===== src/rtl/vlsu_mem_arbiter.sv =====
// Two-requester arbiter for the shared 256-bit data RAM port: round-robin grants,
// lock holding for multi-beat unaligned accesses with a watchdog, and read-data return routing.
module vlsu_mem_arbiter #(
   parameter int unsigned MAX_LOCK = 4
) (
   input  logic         clk,
   input  logic         reset,
   input  logic         req0,
   input  logic         req1,
   input  logic         lock0,
   input  logic         lock1,
   input  logic         rden0,
   input  logic         rden1,
   input  logic         wren0,
   input  logic         wren1,
   input  logic [13:0]  addr0,
   input  logic [13:0]  addr1,
   input  logic [31:0]  byteena0,
   input  logic [31:0]  byteena1,
   input  logic [255:0] wdata0,
   input  logic [255:0] wdata1,
   output logic         gnt0,
   output logic         gnt1,
   output logic         rvalid0,
   output logic         rvalid1,
   output logic [255:0] rdata,
   output logic         ram_rden,
   output logic         ram_wren,
   output logic [13:0]  ram_address,
   output logic [31:0]  ram_byteena,
   output logic [255:0] ram_wdata,
   input  logic [255:0] ram_rdata,
   output logic         lock_timeout
);

   typedef enum logic [1:0] {IDLE, GNT0, GNT1} state_e;

   state_e      state_q, state_d;
   logic        last_owner_q, last_owner_d;
   logic [3:0]  hold_cnt_q, hold_cnt_d;
   logic        lock_timeout_q, lock_timeout_d;
   logic        rd_pend_q;
   logic        rd_tag_q;
   logic        hold_below;

   assign hold_below = (hold_cnt_q < 4'(MAX_LOCK - 1));

   // A locked owner keeps the port until the watchdog budget runs out; a waiting
   // competitor then takes it directly and the forced release is recorded.
   always_comb begin
      state_d        = state_q;
      last_owner_d   = last_owner_q;
      lock_timeout_d = lock_timeout_q;
      case (state_q)
         IDLE: begin
            if (req0 && req1)  state_d = last_owner_q ? GNT0 : GNT1;
            else if (req0)     state_d = GNT0;
            else if (req1)     state_d = GNT1;
         end
         GNT0: begin
            if (req0 && lock0 && hold_below) state_d = GNT0;
            else if (req1) begin
               state_d = GNT1;
               if (req0 && lock0) lock_timeout_d = 1'b1;
            end
            else if (req0) state_d = GNT0;
            else           state_d = IDLE;
         end
         GNT1: begin
            if (req1 && lock1 && hold_below) state_d = GNT1;
            else if (req0) begin
               state_d = GNT0;
               if (req1 && lock1) lock_timeout_d = 1'b1;
            end
            else if (req1) state_d = GNT1;
            else           state_d = IDLE;
         end
         default: state_d = IDLE;
      endcase

      if (state_d != state_q && state_q != IDLE) last_owner_d = (state_q == GNT1);

      if (state_d != state_q || state_q == IDLE) hold_cnt_d = 4'd0;
      else if (hold_cnt_q == 4'd15)              hold_cnt_d = 4'd15;
      else                                       hold_cnt_d = hold_cnt_q + 4'd1;
   end

   always_ff @(posedge clk or negedge reset) begin
      if (!reset) begin
         state_q        <= IDLE;
         last_owner_q   <= 1'b1;
         hold_cnt_q     <= 4'd0;
         lock_timeout_q <= 1'b0;
         rd_pend_q      <= 1'b0;
         rd_tag_q       <= 1'b0;
      end else begin
         state_q        <= state_d;
         last_owner_q   <= last_owner_d;
         hold_cnt_q     <= hold_cnt_d;
         lock_timeout_q <= lock_timeout_d;
         rd_pend_q      <= ram_rden;
         rd_tag_q       <= (state_q == GNT1);
      end
   end

   // The owner's payload drives the RAM; only strobes are qualified by its request.
   always_comb begin
      ram_rden    = 1'b0;
      ram_wren    = 1'b0;
      ram_address = '0;
      ram_byteena = '0;
      ram_wdata   = '0;
      case (state_q)
         GNT0: begin
            ram_rden    = req0 & rden0;
            ram_wren    = req0 & wren0;
            ram_address = addr0;
            ram_byteena = byteena0;
            ram_wdata   = wdata0;
         end
         GNT1: begin
            ram_rden    = req1 & rden1;
            ram_wren    = req1 & wren1;
            ram_address = addr1;
            ram_byteena = byteena1;
            ram_wdata   = wdata1;
         end
         default: ;
      endcase
   end

   assign gnt0         = (state_q == GNT0);
   assign gnt1         = (state_q == GNT1);
   assign rvalid0      = rd_pend_q & ~rd_tag_q;
   assign rvalid1      = rd_pend_q & rd_tag_q;
   assign rdata        = rd_pend_q ? ram_rdata : '0;
   assign lock_timeout = lock_timeout_q;

endmodule


===== config.mk =====
export PLATFORM = sky130hd
export DESIGN_NAME = vlsu_mem_arbiter
export DESIGN_NICKNAME = d
export VERILOG_FILES = /design/src/rtl/vlsu_mem_arbiter.sv
export SDC_FILE = /design/constraint.sdc
export NUM_CORES = 1
export LEC_CHECK = 0
export BUFFER_PORTS_ARGS = -buffer_cell sky130_fd_sc_hd__buf_2
export CAP_MARGIN = 20
export CORE_AREA = 2 2 557 559
export CTS_CLUSTER_SIZE = 40
export DETAILED_ROUTE_END_ITERATION = 8
export DIE_AREA = 0 0 559 561
export SETUP_SLACK_MARGIN = 0.02
export SLEW_MARGIN = 20
export SYNTH_ARGS = -nofsm -noshare
export SYNTH_HDL_FRONTEND = slang
export SYNTH_SLANG_ARGS = --single-unit

===== constraint.sdc =====
create_clock -name clk -period 3.9 [get_ports clk]
set_input_delay 0.585 -clock clk [delete_from_list [all_inputs] [get_ports clk]]
set_output_delay 0.585 -clock clk [all_outputs]
set_load 0.1 [all_outputs]

### Word-level counts from Yosys, hierarchy flattened

Cells that the tools add are included.

* bits in registers: 10
* word-level logic and storage cells: 62

* equality and inequality tests: 10
* order comparisons: 1
* add/subtract/negate cells: 1
* mux-type cells: 26
* bitwise gates (word level): 7
* reductions and logical operators: 11

Operators by type and width (number)
* one-hot mux 256 bit (2 select lines): 1
* two-way mux 256 bit: 1
* one-hot mux 32 bit (2 select lines): 1
* one-hot mux 14 bit (2 select lines): 1
* two-way mux 2 bit: 9
* two-way mux 4 bit: 2
* inequality test 2 bit, second input constant: 4
* two-way mux 1 bit: 7
* AND reduction 7 bit: 1
* AND 1 bit: 6
* logical AND 1 bit: 6
* one-hot mux 1 bit (2 select lines): 3
* one-hot mux 2 bit (3 select lines): 1
* adder 4 x 1 -> 4 bit, second input constant: 1
* == test 4 bit, second input constant: 1
* < comparator 4 x 2 -> 1 bit, second input constant: 1
* inequality test 2 x 1 -> 1 bit, second input constant: 2
* nonzero test 2 bit: 2
* == test 2 x 1 -> 1 bit, second input constant: 1
* == test 2 bit, second input constant: 1
* logical NOT 2 bit: 1
* inequality test 2 bit: 1
* logical OR 1 bit: 1
* inverter 1 bit: 1

### Logic depth before layout (Yosys ltp)

Gate-level depths: netlist (run 1).

* word-level depth: 7
* depth in mapped cells: 9
* mapped depth without buffers: 8

### Worst setup path before layout (run 1)

OpenSTA, ideal clock, no wires.

* path type: reg-to-output
* from: reg state_q[0]
* to: out ram_rden
* path buffers: 3
* required time: 3.315 ns
* slack: -1.271 ns
* stages on the path, launching flop included: 8
* data arrival time: 4.586 ns
* cells stage by stage: dfrtp_1 -> inv_1 -> ha_1 -> buf_2 -> clkbuf_1 -> buf_1 -> nand3_1 -> a21boi_0

* longest elaborated chain between the ends: 2

RTL lines
* from (decl): RTL line 38 `state_e state_q, state_d;`
* from (signal assigned): RTL line 97 `state_q <= state_d;`
* == test 2 bit
* named net gnt1: RTL line 23 `output logic gnt1,`
* one-hot mux 1 bit (2 select lines): RTL line 113 `case (state_q)`
* to (decl): RTL line 27 `output logic ram_rden,`

The timed path passes the listed nets, and every way through them passes these cells.

### Final worst setup path (run 1)

* from: reg state_q[0]
* to: out ram_wdata[1]

* longest elaborated chain between the ends: 2

RTL lines
* == test 2 bit or == test 2 x 1 -> 1 bit (tied branches): RTL line 113
* one-hot mux 256 bit (2 select lines) *: RTL line 113
* to (decl): RTL line 31 `output logic [255:0] ram_wdata,`

Mark *: on every way between the ends. The rest lies on a longest branch, timed or not.

==> results of run 1 <==
[per-layer routing]
metal  global-route usage [%]  vias up
li1                         -     6527
met1                     15.5     7099
met2                     20.8     1627
met3                     7.15      638
met4                     5.00      114
met5                        0        -
[worst min-delay path by stage]
stage                                         from  cells after the start                        to  slack [ps]
after global placement    lock_timeout$_DFFE_PN0P_                      1  lock_timeout$_DFFE_PN0P_         460
after floorplan                              reset                      0   hold_cnt_q[0]$_DFF_PN0_         290
after CTS                                    reset                      1  lock_timeout$_DFFE_PN0P_         250
final                                        reset                      1   hold_cnt_q[0]$_DFF_PN0_         250
after global routing                         reset                      1      state_q[0]$_DFF_PN0_         250
after detailed placement  lock_timeout$_DFFE_PN0P_                      1  lock_timeout$_DFFE_PN0P_         450
[state kept, by name, summed over array words and instances (netlist names)]
signal	count
state_q	2
hold_cnt_q	4
rd_pend_q	1
lock_timeout	1
last_owner_q	1
rd_tag_q	1
[cell usage in the layout, fill, tap and decap left out, types with 2 or more instances in the layout]
cell type / Yosys / routed
buf_2: 2 / 1369
nand2_1: 4 / 4
ha_4: 0 / 3
o21ai_0: 2 / 2
and2_1: 257 / 257
buf_12: 0 / 68
a22oi_1: 302 / 302
nor2b_2: 0 / 302
dfrtp_1: 9 / 8
ha_1: 5 / 2
a41o_1: 2 / 2
nor2_1: 2 / 2
diode_2: 0 / 111
nor2b_1: 304 / 2
buf_4: 0 / 38
inv_1: 5 / 5
a211oi_1: 2 / 2
clkbuf_16: 0 / 3
nand2b_1: 2 / 2
a21boi_1: 2 / 2
nand3_1: 6 / 6
[kinds of logic after synthesis]
kind of cell,count (synthesis),synth area share (%)
AOI/OAI and AO/OA,320,34.9
xor gates and xnor gates,2,0.362
adders and majority gates,5,0.905
buffers and inverters,137,7.48
DFF,10,3.64
muxes,1,0.163
and+or+nand+nor,582,52.6
[cell type report]
class | instances | area (sq um) | area share [%]
Antenna cell | 111 | 278 | 1.31
Clock buffer | 4 | 88.8 | 0.418
Inverter | 5 | 18.8 | 0.0883
Multi-Input combinational cell | 910 | 6950 | 32.7
Sequential cell | 10 | 255 | 1.20
Tap cell | 4120 | 5150 | 24.3
Timing Repair Buffer | 1475 | 8500 | 40.0
[worst max-delay path: cells and delay by family, from the launching register on]
family          cells  cell delay [ps]
flops               1              440
simple gates        1              260
buf+inv             3             1030
compound gates      1              340
fa+ha+maj           1              540
[power breakdown]
group,internal (W),switching [W]
combinational,0.00519,0.0183
clock,0.000155,0.0000592
sequential,0.000141,0.0000496
[per-stage QoR]
step / std cells / setup TNS [ps] / cell area (sq um) / utilization (%)
final: 6635 / 0 / 21200 / 6.91
after detailed placement: 6520 / 0 / 20900 / 6.79
after global routing: 6569 / 0 / 21100 / 6.85
after CTS: 6524 / 0 / 21000 / 6.82
after global placement: 6520 / 0 / 20900 / 6.79
after floorplan: 1057 / -8.20 / 7680 / -
==> summary by stage, run 1 <==
Status
The flow ran to the end, and the final reports show no timing, DRC or antenna violations.

Worst setup path
For this design, the slowest cell found on the critical path is ha_4. Data arrives at the worst endpoint at 2960 ps. The critical path is of the reg2out type. The endpoint identified for the worst register-to-register timing path is last_owner_q$_DFFE_PN1P_. The critical path endpoint category is an output port. The reg-to-reg critical path startpoint is state_q[1]$_DFF_PN0_. The maximum single-stage delay on the critical path is 540 ps. For the worst flop-to-flop path, the logic depth is 9. The signal on the critical path passes through inv_1 > ha_4 > buf_12 > a22oi_1 > nor2b_2 > buf_2. The worst setup path is launched from a register.

The most critical setup path has its startpoint at state_q[0]$_DFF_PN0_. Setup slack on the worst reg-to-reg path comes out at 1070 ps. The endpoint required time on the critical path is 3310 ps. Of all nets on the critical path, the largest fanout is 53.

Following the worst setup path forward leads to its endpoint at ram_wdata[1].

Synth
The distinct cell type count after synthesis is 37. Yosys attributes the largest share of cell area to a22oi_1, nor2b_1, and2_1. Averaged over all synthesized cells, the footprint is 6.54 sq um.

Yosys instantiated no cell more often than nor2b_1. Counting instances in the post-synthesis netlist gives the leading cell types as nor2b_1, a22oi_1, and2_1. The instance count of the mapped netlist is 1057. The number of enable flip-flop cells after synthesis is 0. After synthesis, flip-flops and latches occupy 3.64% of the total area.

For this run, the leading register cell type out of synthesis is dfrtp_1. The top-area cell type share of the netlist area is 32.8%. The cell area after synthesis is 6910 sq um. The number of nets in the synthesized netlist is 1932. The cell type contributing the most total cell area after synthesis is a22oi_1. The Yosys step of the flow raised 0 warnings. After synthesis, the share of flip-flops with an asynchronous set or reset is 100%.

The number of register bits inferred by synthesis is 10.

STA
After layout, the minimum clock period comes to 3550 ps. The actual transition at the worst max-transition pin is 1060 ps. The maximum frequency from static timing analysis is 282 MHz. Setup violations remaining at the end of the flow were counted as 0. The worst path uses 90.9% of the clock period. The number of pins with negative max-slew slack in the final report is 0. Setup repair after global routing left no endpoint under its margin. The largest clock skew in the final design is 3.60 ps.

Hold is met by 247 ps. The tightest slew margin relative to the limit is 29.4%. The number of hold violations in the final report was 0. In the post-route analysis, the smallest setup slack over all paths is 353 ps.

Die
The floorplan die height is 561 um. The floorplan has 204 rows. The area of the die is 314000 sq um. For this configuration, the core starts out at a cell density of 2.25%. In this run the standard cell core region covers 308000 sq um. During I/O placement, the number of pins put on the boundary was 1435. The die is 559 um wide.

Detailed routing
The overall routed net length is 220 mm. The total DRC errors in the routed layout is 0. The total via count after detailed routing is 16.0k. The highest signal layer in the routed design is met5.

After detailed routing, the met3 layer carries 26.4 mm of wire. The violation count after the first detailed-routing iteration is 898. The routed length per instance is 33.1 um. The total routed wire length on the met1 layer is 87.9 mm. The number of vias per cell is 2.41.

The first detailed-routing pass took 5 iterations. The remaining antenna violation count after routing is 0. After detailed routing, the met2 layer carries 93.5 mm of wire.

Run
Across the run, the number of max-cap violations was 0.

Clock network
The clock latency on the worst-skew pair is 250 ps. Clock-pin slew was measured on the worst setup and hold paths at 50 ps. The maximum buffer depth of the clock tree is 2.

The TritonCTS clock tree is built. The buffers inserted during post-CTS setup optimization is 0. The tree is rooted in a clkbuf_16. Buffers inserted to repair hold after CTS numbered 0. In this run, post-CTS repair resized a total of 0 instances.

In this run the number of H-tree levels came out at 1. The number of buffers added by the clock tree synthesis step is 3. The number of sinks handled by clock tree synthesis is 10.

Global route
The number of global-route vias before repair is 14.0k. The first global-routing pass estimated 250 mm of wire. The initial antenna violation count is 357. Across every metal layer, demand over resource in global routing totals 13.4%.

Entering global routing, the biggest net connects 104 pins. The total global routing overflow is 0.

Layout
In the final layout, the share of cells above drive strength 1 is 74.6%. The final net count is 3280. The fill cell total of the finished layout is 36.4k. The layout overhead on the synthesized area is 207%.

Pwr
The total power of the final layout is 0.0239 W. The worst vdd rail ir drop is 0.914 mV. Summed over all cells, the static leakage comes to 9.19 nW. In this run the power density over the cells is 1120 nW/um^2.

Placed design
The global placement routability congestion is 1.05. Buffers placed on the I/O ports in this run total 1434. The placement-stage worst setup slack is 717 ps. Once detailed placement completed, the half-perimeter wirelength came to 211 mm.

Hold path
The type of the tightest min-delay check is in2async.
No activity file was read; power rests on OpenSTA's default activity.
==> run 2: changes to the inputs <==
- ABC_AREA: not set -> 1
- CORE_AREA: 2 2 557 559 -> 2 2 554 556
- DIE_AREA: 0 0 559 561 -> 0 0 556 558
- clock period: 3.9 -> 3.7 ns (I/O delays scaled with it)
==> run 2 against run 1 <==
Effect of this change: final area decreased by 1.5%; critical path type unchanged; via count increased by 15%; synthesized area increased by 1.0%; critical path depth unchanged; cell count increased by 6.8%; global-route usage decreased by 0.26 points; power decreased by 9.6%; clock-buffer cell count unchanged; flip-flop and latch count unchanged; worst setup slack got worse by 190 ps; sequential share of layout area about the same.
==> summary by stage, run 2 <==
Status
The run finished with clean final reports.

Synth
The cell type contributing the most total cell area after synthesis is nand2_1. The distinct cell type count after synthesis is 27. The fraction of synthesis flops using an asynchronous set or reset pin is 100%. After synthesis, flip-flops and latches occupy 3.60% of the total area. The count of yosys warnings during synthesis is 0. Among all flip-flop cells after synthesis, the most frequent one is dfrtp_1.

The cell area after synthesis is 6980 sq um. The instance count of the mapped netlist is 1642. The number of nets produced by synthesis is 2517. The top-area cell type share of the netlist area is 46.8%. After synthesis, the cell types taking the most area are nand2_1, a21oi_1, inv_1. In this run, synthesis inferred 0 flip-flops with an integrated enable. Synthesis inferred 10 register bits. Yosys instantiated no cell more often than nand2_1. Counting instances in the post-synthesis netlist gives the leading cell types as nand2_1, a21oi_1, inv_1. The per-instance average area after synthesis is 4.25 sq um.

Worst setup path
The worst register-to-register path has a depth of 11. Counting buffers and inverters, the worst setup path is 6 cells deep. The buffers plus inverters on the worst setup path is 4. STA puts the critical path data required time at 3140 ps.

The cell with the largest stage delay on the worst path is buf_2. The worst reg2reg path endpoint is hold_cnt_q[1]$_DFF_PN0_. STA puts the critical path data arrival time at 2980 ps.

For this run, the slowest stage of the critical path takes 520 ps. Setup slack on the worst reg-to-reg path comes out at 1510 ps. The critical path goes through inv_1 > ha_1 > inv_8 > buf_12 > a21oi_2 > buf_2.

The peak fanout along the critical path is 52. The critical path in this run is classified as reg2out. Among cell families on the critical path, the largest total delay comes from buffers and inverters. The worst setup path is captured at an output port.

The startpoint kind of the worst setup timing path is a register. The reg-to-reg critical path startpoint is state_q[1]$_DFF_PN0_.

STA
The number of hold violations in the final report is 0. The sum of negative setup slack is 0 ps. Timing would allow up to 283 MHz. The number of pins with negative max-slew slack in the final report is 0. The tightest slew margin relative to the limit is 42.1%. The smallest clock period supported by the final layout is computed as 3540 ps. The actual transition at the worst max-transition pin is 869 ps.

The final number of setup-violating endpoints is 0. The post-route clock period utilization is 95.6%. On the final layout, the worst clock skew is 2.50 ps. Setup repair after global routing left no endpoint under its margin.

Pwr
VDD sags by at most 0.907 mV. In this run the power density over the cells is 1030 nW/um^2. The analysis attributes to cell leakage a power of 10.9 nW.

Clock network
Clock tree synthesis selected as its root buffer the cell clkbuf_16. After clock tree synthesis, the clock-pin slew on the worst setup and hold paths is 40 ps. The number of buffers inserted by hold repair at cts is 0. CTS built an H-tree with a depth of 1. For this design, the sink count on the clock tree is 10. The buffers inserted during post-CTS setup optimization is 0.

The longest clock path from root to sink contains 2 buffers. Once the clock tree was built, the resizer swapped 0 gates to a different size. TritonCTS built the clock tree. The clock latency on the worst-skew pair is 240 ps. The number of buffers added by the clock tree synthesis step is 3.

Detailed routing
For this run, design rule violations remaining after detail routing come to 0. In the routed layout, each cell is associated on average with a via count of 2.60. The number of detailed-routing iterations run before antenna repair is 5.

After detailed routing, the average wire length per cell comes to 30.5 um. The remaining antenna violation count after routing is 0. The overall routed net length is 216 mm. After the first detailed-routing iteration, the DRC count stood at 1268. The total via count after detailed routing is 18.4k.

Layout
The utilization of the core after routing is 6.87%. Compared with the post-synthesis result, the final layout area differs by 200%. The number of flip-flops in the largest register is 4. Counting flops per register, the top entry is hold_cnt_q. The commonest non-fill, non-tap cell in the layout is buf_2. The share of post-route cells with drive strength above 1 is 60.5%. The final net count is 3857.

The largest registers in the layout are hold_cnt_q (4), state_q (2). In the layout the commonest cells are buf_2, nand2_1, a21oi_2.

Die
The number of standard-cell rows in the floorplan is 203. The die is 558 um tall. The core region is 305000 sq um.

The die is 556 um wide. The number of top-level design ports is 1435. For this configuration, the core starts out at a cell density of 2.29%. The die covers 310000 sq um.

Global route
The largest net degree at the start of global routing is 83. The number of global-route vias before repair is 15.8k. For this run, the total global-route usage over all layers was measured as 13.2%. The initial antenna violation count is 395.

Summed over all layers, the global routing overflow is 0. The global-route wire length before repair is 245 mm.

Run
Max-cap violations in this run came to 0.

Placed design
Summed over all nets, the half-perimeter wirelength after detailed placement is 205 mm. The congestion estimate from routability-driven global placement came to 1.12. The count of input and output buffers is 1434.

Hold path
The path class of the tightest hold or removal check is in2async.
==> run 2: cell count changes in the layout (fill, tap and decap cells not counted), moves of 7 or more <==
cell	change
a22oi_1	-302
buf_12	-31
buf_2	+38
nand2_1	+866
buf_4	-15
nor2b_2	-302
a21oi_2	+306
and2_1	-257
inv_1	+263
nand3_1	+7
==> run 2: report_power, final <==
part	leakage [nW]	switching, W	internal (W)
Combinational	10.8	0.0180	0.00320
Clock	0.0448	0.0000567	0.000163
Sequential	0.124	0.0000676	0.000141
==> run 2: worst max-delay path by stage <==
stage	startpoint	end
4_1_cts	state_q[0]$_DFF_PN0_	ram_wdata[237]
3_3_place_gp	state_q[0]$_DFF_PN0_	ram_wdata[237]
2_1_floorplan	state_q[0]$_DFF_PN0_	ram_wdata[206]
5_1_grt	state_q[0]$_DFF_PN0_	ram_wdata[123]
3_5_place_dp	state_q[0]$_DFF_PN0_	ram_wdata[237]
6_report	state_q[0]$_DFF_PN0_	ram_wdata[101]
==> run 2: per-layer routing <==
metal	wire, um	GRT usage (%)	part of all wire [%]	up-vias
met2	95000	20.9	44	1900
met3	35000	8.81	16	756
met4	10200	5.24	4.7	120
li1	-	-	-	7669
met5	800	0	0.37	-
met1	74900	13.6	35	7943
==> run 2: layout make-up <==
class,instances,area (sq um)
Antenna cell,105,263
Multi-Input combinational cell,1226,6310
Clock buffer,4,88.8
Timing Repair Buffer,1467,7960
Fill cell,36300,284000
Sequential cell,10,255
Inverter,274,1040
Tap cell,3997,5000
==> run 2: kinds of logic after synthesis <==
group	after synthesis	synth area share (%)
and+or+nand+nor	905	50.0
buffers and inverters	406	22.7
AOI/OAI and AO/OA	316	22.9
DFF	10	3.60
adders and majority gates	5	0.896
==> run 2: through the flow <==
stage,std cells,worst slack (ps),total power (W),cell area [sq um],hold slack [ps]
global placement,6974,503,0.0215,20600,464
detailed placement,6974,511,0.0215,20600,460
finish,7083,163,0.0216,20900,197
floorplan,1642,120,0.0158,8120,259
CTS,6978,256,0.0218,20700,210
global route,7034,128,0.0224,20800,210
==> run 2: worst register-to-register path, stage by stage, from the launching register on <==
cell     delay, ps
dfrtp_1        450
inv_1          170
ha_4           270
buf_12         350
inv_6           80
nor3_2         150
nor2_1          60
nand3_1         90
nand2_1        100
nand2_2         80
nand4_2        140
a21oi_1        160
